### config.mk
export PLATFORM = sky130hd
export DESIGN_NAME = config_frame_loader
export DESIGN_NICKNAME = d
export VERILOG_FILES = /design/src/rtl/config_pkg.sv /design/src/rtl/frame_select_decoder.sv /design/src/rtl/config_frame_loader.sv
export SDC_FILE = /design/constraint.sdc
export NUM_CORES = 1
export LEC_CHECK = 0
export ABC_AREA = 1
export BUFFER_PORTS_ARGS = -buffer_cell sky130_fd_sc_hd__buf_2
export CAP_MARGIN = 20
export CORE_AREA = 10 10 161 148
export DETAILED_ROUTE_END_ITERATION = 8
export DIE_AREA = 0 0 171 158
export GPL_ROUTABILITY_DRIVEN = 0
export PLACE_DENSITY_LB_ADDON = 0.05
export SLEW_MARGIN = 20
export SYNTH_ARGS = -nofsm -noshare
export SYNTH_HDL_FRONTEND = slang
export SYNTH_HIERARCHICAL = 1
export SYNTH_SLANG_ARGS = --single-unit
### constraint.sdc
create_clock -name clk_system_i -period 3.01 [get_ports clk_system_i]
set_input_delay 0.301 -clock clk_system_i [delete_from_list [all_inputs] [get_ports clk_system_i]]
set_output_delay 0.301 -clock clk_system_i [all_outputs]
set_load 0.02 [all_outputs]
### src/rtl/config_pkg.sv
// config_pkg: shared config-stream constants, FSM state type and address-word field layout
package config_pkg;
  localparam logic [31:0] SYNC_WORD = 32'hFAB0_FAB1;
  localparam int FRAME_SELECT_WIDTH = 5;
  localparam int DESYNC_FLAG = 20;
  localparam int COL_MSB = 31;
  typedef enum logic [1:0] {IDLE, ADDR, DATA} state_e;
endpackage

### src/rtl/frame_select_decoder.sv
// frame_select_decoder: range-checks a column/frame address and one-hot decodes it when enabled
module frame_select_decoder
  import config_pkg::*;
#(
  parameter int NUMBER_OF_COLS = 5,
  parameter int MAX_FRAMES_PER_COL = 20
) (
  input  logic [FRAME_SELECT_WIDTH-1:0]                col_i,
  input  logic [FRAME_SELECT_WIDTH-1:0]                frm_i,
  input  logic                                         en_i,
  output logic [MAX_FRAMES_PER_COL*NUMBER_OF_COLS-1:0] sel_o,
  output logic                                         valid_o
);
  assign valid_o = (int'(col_i) < NUMBER_OF_COLS) && (int'(frm_i) < MAX_FRAMES_PER_COL);
  for (genvar i = 0; i < MAX_FRAMES_PER_COL*NUMBER_OF_COLS; i++) begin : g_sel
    assign sel_o[i] = en_i && valid_o && (i == int'(col_i)*MAX_FRAMES_PER_COL + int'(frm_i));
  end
endmodule

### src/rtl/config_frame_loader.sv
// config_frame_loader: syncs on the config write stream, assembles row words into frames and strobes them out
module config_frame_loader
  import config_pkg::*;
#(
  parameter int NUMBER_OF_ROWS = 4,
  parameter int NUMBER_OF_COLS = 5,
  parameter int FRAME_BITS_PER_ROW = 32,
  parameter int MAX_FRAMES_PER_COL = 20
) (
  input  logic                                         clk_system_i,
  input  logic                                         reset_i,
  input  logic [FRAME_BITS_PER_ROW-1:0]                write_data_i,
  input  logic                                         write_strobe_i,
  output logic [NUMBER_OF_ROWS*FRAME_BITS_PER_ROW-1:0] frame_data_o,
  output logic [MAX_FRAMES_PER_COL*NUMBER_OF_COLS-1:0] frame_select_o,
  output logic                                         frame_strobe_o,
  output logic                                         active_o,
  output logic                                         error_o
);
  localparam int FW = NUMBER_OF_ROWS*FRAME_BITS_PER_ROW;
  localparam int CW = $clog2(NUMBER_OF_ROWS+1);
  state_e state_q;
  logic [CW-1:0] cnt_q;
  logic [FRAME_SELECT_WIDTH-1:0] col_q, frm_q;
  logic [FW-1:0] data_q;
  logic [MAX_FRAMES_PER_COL*NUMBER_OF_COLS-1:0] sel_q, sel_d;
  logic strobe_q, error_q, last, valid, sync;
  assign sync = write_data_i == SYNC_WORD;
  assign last = write_strobe_i && state_q == DATA && cnt_q == CW'(NUMBER_OF_ROWS-1);
  frame_select_decoder #(
    .NUMBER_OF_COLS(NUMBER_OF_COLS),
    .MAX_FRAMES_PER_COL(MAX_FRAMES_PER_COL)
  ) u_dec (
    .col_i(col_q),
    .frm_i(frm_q),
    .en_i(last),
    .sel_o(sel_d),
    .valid_o(valid)
  );
  always_ff @(posedge clk_system_i) begin
    if (reset_i) begin
      state_q <= IDLE;
      cnt_q <= '0;
      col_q <= '0;
      frm_q <= '0;
      data_q <= '0;
      sel_q <= '0;
      strobe_q <= 1'b0;
      error_q <= 1'b0;
    end else begin
      strobe_q <= last && valid;
      sel_q <= sel_d;
      if (last && !valid) error_q <= 1'b1;
      if (write_strobe_i) begin
        case (state_q)
          IDLE: if (sync) begin
            state_q <= ADDR;
            error_q <= 1'b0;
          end
          ADDR: if (sync) error_q <= 1'b0;
            else if (write_data_i[DESYNC_FLAG]) state_q <= IDLE;
            else begin
              col_q <= write_data_i[COL_MSB -: FRAME_SELECT_WIDTH];
              frm_q <= write_data_i[FRAME_SELECT_WIDTH-1:0];
              cnt_q <= '0;
              state_q <= DATA;
            end
          DATA: begin
            data_q <= {data_q[FW-FRAME_BITS_PER_ROW-1:0], write_data_i};
            cnt_q <= cnt_q + 1'b1;
            if (last) state_q <= ADDR;
          end
          default: state_q <= IDLE;
        endcase
      end
    end
  end
  assign frame_data_o = data_q;
  assign frame_select_o = sel_q;
  assign frame_strobe_o = strobe_q;
  assign active_o = state_q != IDLE;
  assign error_o = error_q;
endmodule

==> impl_metrics.toml, run 1 <==
[run_status]
status = "finished, final reports clean"

[cts]
cts_max_level = 1
tritoncts = "done"
clock-sinks = 245
cts.clk_slew.worst_paths_ps = 60
clock-root-buffer = "clkbuf_16"
cts_buffer_depth = 3
cts_buffers = 26
insertion_delay_ps = 530
cts_setup_buffers = 0

[synth]
syn_nets = 1300
synth-seq-cells = 245
postSynthAreaPerCell_sq_um = 7.51
synth_top_area_share_pct = 52.1
synth.cell_area_sq_mm = 0.00941
synth_cell_types = 31
synth_warnings = 6
synth.area.top_cells = "dfxtp_1, nor2_1, o21ai_0"
ys_seq_area_share_pct = 52.1
netlist_instances = 1252
synth.largest_area_cell = "dfxtp_1"

[pwr]
p_sw_mw = 1.34
leakage_nw = 5.94
vdd_drop_max_v = 0.000367
p_per_area_mw_per_mm2 = 555
combPwrFrac_pct = 1.8
power.internal_mw = 5.12
p_total_mw = 6.46
clockPowerShare_pct = 48.0
p_sw_share_pct = 20.8
power_frac_seq_pct = 50.2

[routing]
firstDrtPassIters = 5
drcViolationCount = 0
drtAntennaViolNets = 0
vias_per_cell = 4.70
wire_per_inst_um = 15.3
route.vias.total = 8301
drt-total-wl_um = 27100
drt-initial-drc-count = 608

[timing]
slew_violations = 0
slew_headroom_pct = 33.0
fmax_mhz = 357
finalSetupViolCount = 0
finalClockSkew_ps = 8.58
period_share_pct = 93.2
tns_ps = 0
finalHoldViolations = 0
period_minus_slack_ps = 2800
setup_ws_ps = 205
tightestPinTransition_ps = 1000
grt_setup_unrepaired = "yes"

[floorplanning]
start_util_pct = 45.8
rows = 50
fp.dieH_um = 158
die_area_sq_mm = 0.0270
coreArea_sq_mm = 0.0205
die_w_um = 171
io_pins = 266

[placed_design]
dp_cells = 1720
port_buffers = 265
dpl_worst_slack_ps = 70.0
place_hpwl_um = 19100

[critical_path]
cp_slowest_cell = "fa_1"
critPathTopFamily = "simple AND/OR/NAND/NOR gates"
path_buf_inv = 2
startpoint_type = "register"
worstSetupPathType = "reg -> reg"
critical_path.max_stage_delay_ps = 430
path_cells = "ha_1, ha_1, inv_1, fa_1, nor2_2, nand2_1, nor2_2, nand2_1, nand2_4, nand3_1, nor2_1, inv_1, nor2_1"
crit_path_max_fanout = 16
arrival_ps = 3260
worstSetupEndpointType = "register"
critPathRequiredTime_ps = 3460

[grt]
grt_usage_pct = 19.1
grt_max_degree = 117
grt_pass1_vias = 7673
overflow = 0
grt_util_met2_pct = 30.2
busiest_layer = "met2"
grt_use_met1_pct = 25.3
antenna_found_initial = 1
grtUsageMet3_pct = 5.55
grt_pass1_wl_um = 41900

[min_path]
hold_class = "in -> reg"

[final_layout]
multi_input_area_sq_mm = 0.00360
post-route-util_pct = 56.7
final_cells = 1767
regArea_sq_mm = 0.00490
nNetsFinal = 1537
nFillCells = 2023
syn2layout_area_growth_pct = 23.7
num_antenna_cells = 0
drive_above_1_share_pct = 23.7

[flow_run]
maxCapViolations = 0
cells in the mapped netlist:
| library cell | number |
|---|---|
| nor2_1 | 485 |
| dfxtp_1 | 245 |
| inv_1 | 144 |
| o21ai_0 | 125 |
| nand2_1 | 71 |
| clkbuf_1 | 35 |
| a21oi_1 | 24 |
| nand3_1 | 16 |
| nand3_2 | 16 |
| o21ai_1 | 16 |
| buf_6 | 14 |
| ha_1 | 11 |
| buf_2 | 10 |
| nor2_2 | 8 |
| nand2_2 | 6 |
| nand4_1 | 5 |
| inv_2 | 4 |
| buf_4 | 3 |
| fa_1 | 2 |
| a21oi_2 | 1 |
| and2_1 | 1 |
| buf_1 | 1 |
| nand2_4 | 1 |
| nand4_4 | 1 |
| nor2_4 | 1 |
| nor2_8 | 1 |
| nor3_4 | 1 |
| o211ai_1 | 1 |
| or2_0 | 1 |
| or2_1 | 1 |
| xor2_2 | 1 |
area by class of cell:
class                   instances  share of cell area [%]
flip-flops and latches        245                    42.1
repair buffers                272                    12.1
clock buffers                  38                    6.58
clock inverters                 8                   0.656
inverters                     148                    4.79
multi-input cells             796                    30.9
well taps                     260                    2.79
what timing repair did:
| item | 4_1_cts | 5_1_grt |
|---|---|---|
| setup endpoints to repair | 0 | 92 |
| gates resized for setup | 0 | 4 |
| hold endpoints to repair | 1 | 0 |
| hold buffers | 1 | 0 |
worst paths after layout:
check / start / to / slack (ps) / cells after the start
min: write_data_i[17] / frame_data_o[17] / 20 / 3
max reg2reg: col_q[1] / frame_select_o[96] / 210 / 13
min reg2reg: cnt_q[2] / cnt_q[2] / 460 / 2
max: col_q[1] / frame_select_o[96] / 210 / 13
stage by stage:
stage,cell area (sq um),hold slack [ps]
2_1_floorplan,9410,436
3_5_place_dp,10800,460
6_report,11600,24.3
4_1_cts,11600,3.71
5_1_grt,11600,18.8
3_3_place_gp,10800,452
worst reg2reg max path: cells and delay by family, from the launching register on:
kind	cells	cell delay, ps
DFF	1	420
adders and majority gates	3	920
and+or+nand+nor	8	1280
buffers and inverters	2	120
power groups by stage:
stage / clock (mW) / combinational, mW / sequential (mW)
global route: 3.31 / 0.131 / 3.24
finish: 3.10 / 0.117 / 3.24
global placement: 0 / 0.117 / 3.31
CTS: 3.19 / 0.117 / 3.24
detailed placement: 0 / 0.116 / 3.31
floorplan: 0 / 0.0632 / 3.31
flip-flops by register name, indices dropped and copies added (netlist names):
register	flops
frame_data_o	128
error_o	1
frame_strobe_o	1
col_q	5
cnt_q	3
frm_q	5
frame_select_o	100
state_q	2
kinds of logic (layout without fill, tap and decap cells):
family          Yosys count  in the layout  share of synthesized area (%)
xor+xnor                  1              1                          0.173
fa+ha+maj                13             13                           1.89
simple gates            615            615                           27.1
buf+inv                 211            466                           9.79
flops                   245            245                           52.1
compound gates          167            167                           8.95
placed cells by master (no fill, tap or decap), types with 2 or more instances in the layout:
master / netlist / layout
a21oi_1: 24 / 24
buf_12: 0 / 2
buf_2: 10 / 264
buf_4: 3 / 5
clkbuf_1: 35 / 5
clkbuf_16: 0 / 26
clkbuf_8: 0 / 7
clkinv_2: 0 / 8
dfxtp_1: 245 / 245
fa_1: 2 / 2
ha_1: 11 / 11
inv_1: 144 / 143
inv_2: 4 / 3
nand2_1: 71 / 71
nand2_2: 6 / 5
nand2_4: 1 / 2
nand3_1: 16 / 13
nand3_2: 16 / 19
nand4_1: 5 / 5
nor2_1: 485 / 485
nor2_2: 8 / 8
o21ai_0: 125 / 125
o21ai_1: 16 / 16
layer usage:
metal | vias up | wire (um)
met3 | 42 | 2080
li1 | 4291 | -
met4 | 2 | 498
met5 | - | 13
met1 | 3751 | 12400
met2 | 215 | 12100
(Power assumes the default switching activity.)
==> run 2: changes to the inputs <==
--- a/config.mk
+++ b/config.mk
@@ -6,7 +6,7 @@
 export NUM_CORES = 1
 export LEC_CHECK = 0
 export ABC_AREA = 1
-export BUFFER_PORTS_ARGS = -buffer_cell sky130_fd_sc_hd__buf_2
+export BUFFER_PORTS_ARGS = -buffer_cell sky130_fd_sc_hd__clkbuf_2
 export CAP_MARGIN = 20
 export CORE_AREA = 10 10 161 148
 export DETAILED_ROUTE_END_ITERATION = 8
==> impl_metrics.toml, run 2 (synthesis gave the netlist of run 1 again) <==
[timing]
period_share_pct = 93.1
finalSetupViolCount = 0
fmax_mhz = 357
slew_headroom_pct = 34.3
finalHoldViolations = 0
period_minus_slack_ps = 2800
finalClockSkew_ps = 12.7
slew_violations = 0
grt_setup_unrepaired = "yes"
tightestPinTransition_ps = 985

[routing]
drtAntennaViolNets = 0
drt-initial-drc-count = 554
drcViolationCount = 0
wire_per_inst_um = 15.2
firstDrtPassIters = 5
drt-total-wl_um = 26900
route.vias.total = 8312
vias_per_cell = 4.69

[final_layout]
design_area_sq_mm = 0.0117
nFillCells = 1983
nNetsFinal = 1540
drive_above_1_share_pct = 23.8
multi_input_area_sq_mm = 0.00360
final_cell_mix = "nor2_1, clkbuf_2, dfxtp_1, inv_1, o21ai_0"
syn2layout_area_growth_pct = 24.4
regArea_sq_mm = 0.00491
final_common_cell = "nor2_1"
largest_reg_flops = 128

[critical_path]
arrival_ps = 3250
r2r_start = "col_q[1]"
rr_worst_depth = 14
reg2reg_slack_ps = 210
worstSetupPathType = "reg -> reg"
rr_endpoint = "frame_select_o[33]"
worstSetupEndpointType = "register"
crit_path_max_fanout = 16
startpoint_type = "register"
critPathRequiredTime_ps = 3460

[grt]
grt_max_degree = 104
grt_usage_pct = 19.0
grt_pass1_vias = 7715
grt_pass1_wl_um = 41700
antenna_found_initial = 2
overflow = 0

[pwr]
p_per_area_mw_per_mm2 = 566
p_total_mw = 6.63
vdd_drop_max_v = 0.000397
leakage_nw = 5.76

[cts]
clock-root-buffer = "clkbuf_16"
clock-sinks = 245
cts.clk_slew.worst_paths_ps = 60
cts_max_level = 1
cts_buffers = 26
tritoncts = "done"
insertion_delay_ps = 530
cts_buffer_depth = 3

[floorplanning]
io_pins = 266
coreArea_sq_mm = 0.0205
die_w_um = 171
start_util_pct = 45.8
die_area_sq_mm = 0.0270
fp.dieH_um = 158
rows = 50

[flow_run]
maxCapViolations = 0

[min_path]
hold_class = "in -> reg"
holdPathEnd = "frame_data_o[12]"
min_path_cells = 3
worstHoldStart = "write_data_i[12]"

[placed_design]
placed_cell_area_sq_mm = 0.0108
place_hpwl_um = 19300
port_buffers = 265

[run_status]
status = "finished, final reports clean"
==> run 2: cell count changes in the layout (fill, tap and decap cells not counted), sizes merged <==
cell | before | now
buf | 271 | 10
clkinv | 9 | 8
diode | 0 | 1
clkbuf | 38 | 300
bufinv | 1 | 4
==> run 2: repair_timing <==
action                                  in CTS  in global routing
hold endpoints to repair                     1                  0
hold buffers                                 1                  0
endpoints found under the setup margin       0                 87
buffers inserted                             0                  0
resized for setup                            0                  5
==> run 2: stage by stage <==
step	worst slack, ps	std cells	TNS (ps)	utilization, %	hold slack (ps)
2_1_floorplan	589	1252	0	-	436
3_3_place_gp	251	1723	0	52.6	453
3_5_place_dp	135	1723	0	52.6	457
4_1_cts	108	1770	0	56.9	0.985
5_1_grt	-21.1	1771	-84.4	57.0	39.2
6_report	207	1771	0	57.0	14.4
==> run 2: routing by layer <==
| layer | part of all wire, % | global-route usage (%) | wire, um |
|---|---|---|---|
| met1 | 45 | 25.5 | 12100 |
| met3 | 7.7 | 4.63 | 2080 |
| met4 | 1.8 | 4.72 | 488 |
| met2 | 45 | 29.9 | 12200 |
| met5 | 0.030 | 0 | 8 |
==> run 2: worst max path at each step <==
| stage | from | to | slack, ps | cells after the start |
|---|---|---|---|---|
| after floorplan | col_q[1] | frame_select_o[11] | 590 | 14 |
| after global placement | col_q[1] | frame_select_o[47] | 250 | 14 |
| after detailed placement | col_q[1] | frame_select_o[31] | 140 | 14 |
| after CTS | col_q[1] | frame_select_o[31] | 110 | 14 |
| after global routing | col_q[1] | frame_select_o[17] | -20 | 15 |
| final | col_q[1] | frame_select_o[33] | 210 | 14 |
==> run 2: report_power, final <==
part | switching (mW) | internal, mW | total, mW
combinational | 0.0834 | 0.0331 | 0.116
clock | 1.26 | 2.01 | 3.27
sequential | 0.00000000641 | 3.24 | 3.24
==> run 2: final cells by class <==
cell class                      count  share of cell area [%]
Multi-Input combinational cell    796                    30.8
Sequential cell                   245                    41.9
Tap cell                          260                    2.78
Timing Repair Buffer              275                    12.2
Inverter                          148                    4.77
Antenna cell                        1                  0.0214
Clock buffer                       36                    6.14
Clock inverter                     10                    1.38
==> run 2: critical path: stages, from the launching register on <==
cell	delay (ps)
dfxtp_2	350
ha_1	290
ha_1	170
inv_1	60
fa_1	510
nor2_2	70
nand2_1	110
nor2_2	50
nand3_1	70
nand2_1	70
inv_2	280
nand3_1	370
nor2_1	180
inv_1	50
nor2_1	100
